## config.mk

```make
export PLATFORM = sky130hd
export DESIGN_NAME = z3_dma_burst_master
export DESIGN_NICKNAME = d
export VERILOG_FILES = /design/src/rtl/z3_dma_burst_master.sv
export SDC_FILE = /design/constraint.sdc
export NUM_CORES = 1
export LEC_CHECK = 0
export BUFFER_PORTS_ARGS = -buffer_cell sky130_fd_sc_hd__buf_2
export CORE_MARGIN = 2
export CORE_UTILIZATION = 56
export DETAILED_ROUTE_END_ITERATION = 8
export GPL_ROUTABILITY_DRIVEN = 0
export GPL_TIMING_DRIVEN = 1
export PLACE_DENSITY = 0.85
export SYNTH_ARGS = -nofsm -noshare
export SYNTH_HDL_FRONTEND = slang
export SYNTH_SLANG_ARGS = --single-unit
```

## constraint.sdc

```tcl
create_clock -name CLK -period 2.6 [get_ports CLK]
set_input_delay 0.26 -clock CLK [delete_from_list [all_inputs] [get_ports CLK]]
set_output_delay 0.26 -clock CLK [all_outputs]
set_load 0.02 [all_outputs]
```

## src/rtl/z3_dma_burst_master.sv

```systemverilog
// Zorro III DMA bus master for the SCSI DMA path: single and multiple-transfer cycles,
// byte-lane strobes from 68030 sizing, DTACK timeout, BERR abort and per-beat acknowledge.
module z3_dma_burst_master #(
    parameter int unsigned MAX_BURST = 8,
    parameter int unsigned TIMEOUT   = 255,
    localparam int unsigned LW = $clog2(MAX_BURST + 1),
    localparam int unsigned TW = $clog2(TIMEOUT + 1)
) (
    input  logic          CLK,
    input  logic          RESET_n,
    input  logic          BMASTER,
    input  logic          REQ,
    input  logic          READ,
    input  logic [1:0]    SIZ,
    input  logic [1:0]    A,
    input  logic [LW-1:0] BURST_LEN,
    input  logic          ZORRO_DTACK_n,
    input  logic          ZORRO_MTACK_n,
    input  logic          ZORRO_BERR_n,
    output logic          DMA_FCS_n,
    output logic          DMA_MTCR_n,
    output logic [3:0]    DMA_DS_n,
    output logic          DMA_DOE,
    output logic          XFER_ACK,
    output logic          DONE,
    output logic          ERR,
    output logic          BUSY,
    output logic [LW-1:0] REMAIN
);

    typedef enum logic [2:0] {
        StIdle,
        StAddr,
        StData,
        StAck,
        StMnext,
        StEnd,
        StAbort
    } state_t;

    state_t        r_state;
    logic          r_read;
    logic [1:0]    r_siz;
    logic [1:0]    r_a;
    logic [LW-1:0] r_remain;
    logic          r_first;
    logic          r_mt_ok;
    logic [TW-1:0] r_cnt;
    logic          r_fcs_n;
    logic          r_mtcr_n;
    logic [3:0]    r_ds_n;
    logic          r_doe;
    logic          r_xfer_ack;
    logic          r_done;
    logic          r_err;
    logic          r_busy;

    logic [2:0]    w_size;
    logic [2:0]    w_last;
    logic [3:0]    w_first_ds_n;

    // First-beat lanes run from A up to A+size-1; lanes past offset 3 simply fall off.
    always_comb begin
        unique case (r_siz)
            2'b00:   w_size = 3'd4;
            2'b01:   w_size = 3'd1;
            2'b10:   w_size = 3'd2;
            default: w_size = 3'd3;
        endcase
        w_last       = {1'b0, r_a} + w_size - 3'd1;
        w_first_ds_n = 4'hF;
        for (int k = 0; k < 4; k++) begin
            if ((3'(k) >= {1'b0, r_a}) && (3'(k) <= w_last)) begin
                w_first_ds_n[3-k] = 1'b0;
            end
        end
    end

    always_ff @(posedge CLK or negedge RESET_n) begin
        if (!RESET_n) begin
            r_state    <= StIdle;
            r_read     <= 1'b0;
            r_siz      <= 2'b00;
            r_a        <= 2'b00;
            r_remain   <= '0;
            r_first    <= 1'b0;
            r_mt_ok    <= 1'b0;
            r_cnt      <= '0;
            r_fcs_n    <= 1'b1;
            r_mtcr_n   <= 1'b1;
            r_ds_n     <= 4'hF;
            r_doe      <= 1'b0;
            r_xfer_ack <= 1'b0;
            r_done     <= 1'b0;
            r_err      <= 1'b0;
            r_busy     <= 1'b0;
        end else begin
            r_xfer_ack <= 1'b0;
            r_done     <= 1'b0;
            r_err      <= 1'b0;
            case (r_state)
                StIdle: begin
                    if (BMASTER && REQ && (BURST_LEN != '0)) begin
                        r_read   <= READ;
                        r_siz    <= SIZ;
                        r_a      <= A;
                        r_remain <= BURST_LEN;
                        r_first  <= 1'b1;
                        r_cnt    <= '0;
                        r_fcs_n  <= 1'b0;
                        r_mtcr_n <= !(BURST_LEN > LW'(1));
                        r_busy   <= 1'b1;
                        r_state  <= StAddr;
                    end
                end
                StAddr: begin
                    r_ds_n  <= (r_first && !r_read) ? w_first_ds_n : 4'h0;
                    r_doe   <= !r_read;
                    r_cnt   <= '0;
                    r_state <= StData;
                end
                StData: begin
                    if (!ZORRO_BERR_n) begin
                        r_fcs_n  <= 1'b1;
                        r_mtcr_n <= 1'b1;
                        r_ds_n   <= 4'hF;
                        r_doe    <= 1'b0;
                        r_err    <= 1'b1;
                        r_state  <= StAbort;
                    end else if (!ZORRO_DTACK_n) begin
                        r_mt_ok    <= !ZORRO_MTACK_n;
                        r_xfer_ack <= 1'b1;
                        r_remain   <= r_remain - LW'(1);
                        r_state    <= StAck;
                    end else if (r_cnt == TW'(TIMEOUT - 1)) begin
                        r_fcs_n  <= 1'b1;
                        r_mtcr_n <= 1'b1;
                        r_ds_n   <= 4'hF;
                        r_doe    <= 1'b0;
                        r_err    <= 1'b1;
                        r_state  <= StAbort;
                    end else begin
                        r_cnt <= r_cnt + TW'(1);
                    end
                end
                StAck: begin
                    // r_remain already holds the post-beat count here.
                    r_first  <= 1'b0;
                    r_cnt    <= '0;
                    r_mtcr_n <= 1'b1;
                    r_ds_n   <= 4'hF;
                    r_doe    <= 1'b0;
                    if ((r_remain == '0) || !r_mt_ok) begin
                        r_fcs_n <= 1'b1;
                        r_state <= StEnd;
                    end else begin
                        r_state <= StMnext;
                    end
                end
                StMnext: begin
                    if (ZORRO_DTACK_n) begin
                        r_mtcr_n <= 1'b0;
                        r_ds_n   <= 4'h0;
                        r_doe    <= !r_read;
                        r_cnt    <= '0;
                        r_state  <= StData;
                    end
                end
                StEnd: begin
                    if (ZORRO_DTACK_n) begin
                        if ((r_remain == '0) || !BMASTER) begin
                            r_done  <= 1'b1;
                            r_busy  <= 1'b0;
                            r_state <= StIdle;
                        end else begin
                            r_fcs_n  <= 1'b0;
                            r_mtcr_n <= !(r_remain > LW'(1));
                            r_state  <= StAddr;
                        end
                    end
                end
                StAbort: begin
                    if (ZORRO_DTACK_n && ZORRO_BERR_n) begin
                        r_busy  <= 1'b0;
                        r_state <= StIdle;
                    end
                end
                default: begin
                    r_state <= StIdle;
                end
            endcase
        end
    end

    assign DMA_FCS_n  = r_fcs_n;
    assign DMA_MTCR_n = r_mtcr_n;
    assign DMA_DS_n   = r_ds_n;
    assign DMA_DOE    = r_doe;
    assign XFER_ACK   = r_xfer_ack;
    assign DONE       = r_done;
    assign ERR        = r_err;
    assign BUSY       = r_busy;
    assign REMAIN     = r_remain;

endmodule

```

==> impl_metrics.py, run 1 <==
metrics = {
    "yosys": {
        "yosysSeqAreaShare_pct": 42.4,
        "async_reset_ff_share_pct": 100,
        "synth_cells": 203,
        "synth_cell_types": 53,
        "synth-main-ff-cell": "dfrtp_1",
        "synth_edf_count": 0,
        "syn_nets": 226,
        "yosysWarnings": 0,
        "syn-mean-instance-area_um2": 9.68,
        "syn-cell-area_mm2": 0.00196,
        "synth_seq_cells": 33,
    },
    "place": {
        "io_buffer_count": 30,
        "hpwlAfterDp_mm": 2.94,
    },
    "worst_hold_path": {
        "hold_depth": 2,
        "hold_path.class": "in -> reg",
        "min_to": "r_mt_ok",
        "hold_start": "ZORRO_MTACK_n",
    },
    "cts": {
        "cts-buffers-inserted": 5,
        "cts_buffer_depth": 2,
        "path_clk_slew_ns": 0.11,
        "h-tree-depth": 2,
        "root_buffer": "clkbuf_4",
        "clock_latency_ns": 0.35,
        "clkSinkCount": 33,
        "ctsResizeCount": 0,
        "cts_tree": "done",
    },
    "grt": {
        "grt_pass1_vias": 1542,
        "grt_usage_pct": 21.7,
        "antenna_found_initial": 0,
        "grt_pass1_wl_mm": 6.84,
        "grt_max_degree": 34,
        "overflow": 0,
    },
    "timing": {
        "setup_tns_ns": 0,
        "finalCriticalPeriod_ns": 2.05,
        "fin_worst_skew_ns": 0.00776,
        "tightest_slew_ns": 0.734,
        "setup_viol": 0,
        "hold_viol_final": 0,
        "finalMaxSlewViolations": 0,
        "max_freq_mhz": 489,
        "hold_slack_ns": 0.0662,
        "relSlewSlack_pct": 51.1,
        "rsz0062_at_grt": "false",
        "finalCritPeriodShare_pct": 78.7,
    },
    "finish": {
        "final_nets": 259,
        "mostFrequentLayoutCells": "buf_2 (30), dfrtp_1 (27), nor2_1 (22), nand2_1 (21)",
        "antenna_cells": 0,
        "syn_to_final_growth_pct": 10.8,
        "drive_above_1_share_pct": 27.8,
        "layout.cells.most_common": "buf_2",
    },
    "power_and_ir_drop": {
        "cellLeakagePower_nw": 1.03,
        "ir_drop_mv": 0.526,
        "cellPowerDensity_mw_per_mm2": 1190,
    },
    "critical_path": {
        "reg2reg_from": "r_state[0]",
        "critPathArrivalTime_ns": 2.33,
        "r2r_slack_ns": 0.55,
        "start_kind": "flip-flop",
        "cp.required_ns": 2.88,
        "critical_path.cell_chain": "nor2_1 > nand2_1 > nand2_1 > o31ai_1 > mux2_2",
        "cp_common_cell": "nand2_1",
        "cp-end-kind": "flip-flop",
        "worstSetupPathType": "reg -> reg",
        "rr_endpoint": "DMA_FCS_n",
        "cp_slowest_stage_delay_ns": 0.61,
        "critPathMaxFanout": 15,
        "r2r_cells": 5,
        "worst_path_max_delay_cell": "dfrtp_1",
    },
    "die": {
        "top_level_ports": 31,
        "rows": 21,
        "die_y_um": 63.2,
        "die_area_mm2": 0.00400,
        "die_w_um": 63.2,
        "start_util_pct": 58.4,
        "core-area_mm2": 0.00336,
    },
    "drt": {
        "finalWirelength_mm": 3.99,
        "antenna_left": 0,
        "firstDrtPassIters": 4,
        "wl_per_cell_um": 14.1,
        "drt_iter0_markers": 106,
        "via_per_inst": 5.79,
        "drc": 0,
        "vias": 1638,
    },
    "flow_run": {
        "max-cap-violations": 0,
    },
    "status": {
        "status": "completed",
    },
}
how the worst max path moves through the flow:
stage,from,end,cells past startpoint
final,r_state[0],DMA_FCS_n,5
after global routing,r_state[0],DMA_FCS_n,5
after CTS,r_state[0],DMA_FCS_n,5
after detailed placement,r_state[1],r_cnt[7],5
after global placement,r_state[0],DMA_FCS_n,5
after floorplan,REMAIN[1],DMA_FCS_n,7
what timing repair did:
item | 4_1_cts | 5_1_grt
hold endpoints to repair | 27 | 0
hold buffers | 1 | 0
setup buffers | 0 | 0
setup endpoints to repair | 0 | 0
cell usage after synthesis (all sizes together), types with 2 or more instances:
master / instances / area [um2]
a21oi: 10 / 50.1
clkbuf: 5 / 48.8
dfstp: 6 / 158
nor2: 22 / 82.6
nand2: 22 / 85.1
dfrtp: 27 / 676
xnor2: 6 / 52.6
a211oi: 3 / 22.5
nor4: 3 / 18.8
nor3: 6 / 30.0
nand2b: 2 / 20.0
o211ai: 2 / 15.0
buf: 2 / 22.5
inv: 15 / 56.3
o311ai: 2 / 35.0
a211o: 3 / 26.3
o21ai: 16 / 80.1
nand3: 6 / 35.0
ha: 7 / 87.6
mux2: 12 / 135
power breakdown:
part / leakage, nW / internal, mW / switching, mW
logic: 0.592 / 0.575 / 0.764
registers: 0.408 / 0.745 / 0.215
clock network: 0.0320 / 0.103 / 0.185
total: 1.03 / 1.42 / 1.17
critical path, delay by kind of cell (launching register included):
kind               cells  cell delay (ns)
DFF                    1             0.61
muxes                  1             0.37
AOI/OAI and AO/OA      1             0.27
and+or+nand+nor        3             0.72
area by class of cell:
cell class                      count  area, um2
Fill cell                         302       1190
Multi-Input combinational cell    148       1000
Sequential cell                    33        833
Timing Repair Buffer               33        175
Tap cell                           46       57.6
Inverter                           15       56.3
Clock buffer                        6       41.3
Clock inverter                      2       10.0
metrics by stage:
stage / instances / utilization, % / power, mW / cell area (um2) / worst slack [ns]
after floorplan: 203 / - / 2.01 / 1960 / 0.685
after global placement: 274 / 62.9 / 2.25 / 2120 / 0.606
after detailed placement: 274 / 62.9 / 2.31 / 2120 / 0.588
after CTS: 283 / 64.7 / 2.59 / 2180 / 0.573
after global routing: 283 / 64.7 / 2.80 / 2180 / 0.399
final: 283 / 64.7 / 2.59 / 2180 / 0.553
sequential cells by signal, summed over array words and instances, names as in the netlist, 2 cells and up:
signal	count
r_state	3
r_a	2
r_cnt	8
DMA_DS_n	4
REMAIN	4
r_siz	2
logic make-up (layout without fill, tap and decap cells):
logic type,count (synthesis),after routing,synth area share (%)
muxes,13,13,7.39
and+or+nand+nor,73,73,18.9
buffers and inverters,22,56,6.50
DFF,33,33,42.4
adders and majority gates,7,7,4.46
AOI/OAI and AO/OA,48,48,17.2
xor gates and xnor gates,7,7,3.12
routing by layer:
metal	global-route usage (%)	part of all wire, %	wire length (um)
met5	0	0	0
met4	6.79	1.1	44
met3	6.25	5.6	225
met2	35.9	48	1930
met1	27.5	45	1790
No activity file was read; power rests on OpenSTA's default activity.
==> inputs of run 2 (changes only) <==
==> constraint.sdc (replaced) <==
create_clock -name CLK -period 2.07 [get_ports CLK]
set_input_delay 0.207 -clock CLK [delete_from_list [all_inputs] [get_ports CLK]]
set_output_delay 0.207 -clock CLK [all_outputs]
set_load 0.02 [all_outputs]
==> run 2 against run 1 <==
Against the previous run: register-to-register slack got worse by 0.46 ns; maximum frequency rose by 3.6%; setup slack got worse by 0.46 ns; critical endpoint unchanged; largest power group unchanged; highest routed layer unchanged.
==> impl_metrics.py, run 2 (synthesized netlist as in run 1, its figures left out) <==
metrics = {
    "status": {
        "status": "completed",
    },
    "timing": {
        "finalCriticalPeriod_ns": 1.98,
        "finalMaxSlewViolations": 0,
        "relSlewSlack_pct": 52.2,
        "hold_viol_final": 0,
        "setup_viol": 0,
        "fin_worst_skew_ns": 0.0125,
        "setup_tns_ns": 0,
        "tightest_slew_ns": 0.717,
        "finalCritPeriodShare_pct": 95.5,
        "max_freq_mhz": 506,
        "rsz0062_at_grt": "false",
    },
    "drt": {
        "firstDrtPassIters": 7,
        "wl_per_cell_um": 14.4,
        "via_per_inst": 5.74,
        "vias": 1659,
        "drt_iter0_markers": 166,
        "drc": 0,
        "finalWirelength_mm": 4.17,
        "antenna_left": 0,
    },
    "finish": {
        "layout.cells.most_common": "buf_2",
        "antenna_cells": 0,
        "mostFrequentLayoutCells": "buf_2 (30), dfrtp_1 (26), nor2_1 (22), nand2_1 (21), o21ai_0 (15)",
        "largest-register": "r_cnt",
        "register_area_um2": 835,
        "layoutNonFillerInstCount": 289,
        "multiInputGateArea_mm2": 0.00102,
        "fillers": 290,
        "syn_to_final_growth_pct": 16.8,
        "final_nets": 265,
        "largest_register_ffs": 8,
        "drive_above_1_share_pct": 32.5,
    },
    "critical_path": {
        "cp-startpoint": "REMAIN[0]",
        "cp-end-kind": "flip-flop",
        "r2r_cells": 7,
        "rr_endpoint": "DMA_FCS_n",
        "reg2reg_from": "REMAIN[0]",
        "cp-endpoint": "DMA_FCS_n",
        "critPathArrivalTime_ns": 2.25,
        "r2r_slack_ns": 0.09,
        "worstSetupPathType": "reg -> reg",
        "cp.required_ns": 2.34,
        "critPathMaxFanout": 6,
        "start_kind": "flip-flop",
    },
    "power_and_ir_drop": {
        "cellLeakagePower_nw": 1.08,
        "power_mw": 3.63,
        "cellPowerDensity_mw_per_mm2": 1580,
        "ir_drop_mv": 0.630,
    },
    "grt": {
        "grt_usage_pct": 22.6,
        "grt_pass1_vias": 1597,
        "grt_pass1_wl_mm": 7.14,
        "overflow": 0,
        "antenna_found_initial": 0,
        "grt_max_degree": 34,
    },
    "cts": {
        "root_buffer": "clkbuf_4",
        "cts_buffer_depth": 2,
        "clkSinkCount": 33,
        "cts_tree": "done",
        "clock_latency_ns": 0.35,
        "cts-buffers-inserted": 5,
        "path_clk_slew_ns": 0.11,
        "h-tree-depth": 2,
    },
    "place": {
        "io_buffer_count": 30,
        "place_inst": 279,
        "hpwlAfterDp_mm": 3.02,
    },
    "worst_hold_path": {
        "hold_path.class": "in -> reg",
        "hold_depth": 2,
    },
    "die": {
        "start_util_pct": 58.4,
        "core-area_mm2": 0.00336,
        "die_w_um": 63.2,
        "die_area_mm2": 0.00400,
        "rows": 21,
        "top_level_ports": 31,
        "die_y_um": 63.2,
    },
    "flow_run": {
        "max-cap-violations": 0,
    },
}
==> run 2: cell count changes in the layout (fill, tap and decap cells not counted), sizes merged <==
cell    before  now
clkbuf       6    5
bufinv       0    2
clkinv       2    1
buf         32   38
==> run 2: worst min-delay path by stage <==
stage	start	to	slack (ns)
floorplan	RESET_n	BUSY	-0.09
global placement	RESET_n	r_siz[0]	0.30
detailed placement	RESET_n	r_siz[0]	0.31
CTS	ZORRO_MTACK_n	r_mt_ok	0.01
global route	ZORRO_MTACK_n	r_mt_ok	0.009
finish	ZORRO_MTACK_n	r_mt_ok	0.01
==> run 2: layout make-up <==
type,instances,area share [%]
Clock inverter,3,2.84
Inverter,15,2.45
Timing Repair Buffer,39,9.60
Clock buffer,5,1.64
Sequential cell,33,36.4
Multi-Input combinational cell,148,44.6
Tap cell,46,2.51
==> run 2: through the flow <==
step | setup slack, ns | cell area, um2 | hold slack, ns | util [%]
final | 0.0941 | 2290 | 0.0116 | 68.2
after global routing | 0.00632 | 2290 | 0.00931 | 68.2
after CTS | 0.0320 | 2270 | 0.0147 | 67.4
after detailed placement | 0.0621 | 2150 | 0.308 | 64.0
after global placement | 0.143 | 2150 | 0.296 | 64.0
after floorplan | 0.155 | 1960 | -0.0886 | -
==> run 2: power breakdown <==
| part | internal, mW | switching [mW] | leakage (nW) |
|---|---|---|---|
| logic | 0.815 | 1.02 | 0.619 |
| registers | 0.938 | 0.252 | 0.407 |
| clock network | 0.374 | 0.235 | 0.0552 |
| total | 2.13 | 1.51 | 1.08 |
==> run 2: critical path: stages (launching register included) <==
cell and delay, ns:
dfrtp_2 0.45, inv_1 0.07, ha_2 0.20, or3b_2 0.49, a21oi_1 0.16, nor3_1 0.08
o31ai_1 0.09, mux2_2 0.37
==> run 2: layer usage <==
metal	vias to the layer above	track usage, %	part of all wire [%]
met4	0	8.97	1.7
met1	784	30.4	45
li1	801	-	-
met2	67	34.6	47
met3	7	6.61	6.8
met5	-	0	0
==> run 2: what timing repair did <==
item | in CTS | in global routing
hold buffers | 1 | 0
setup endpoints to repair | 0 | 8
hold endpoints to repair | 27 | 0
resized for setup | 0 | 6
setup buffers | 0 | 1
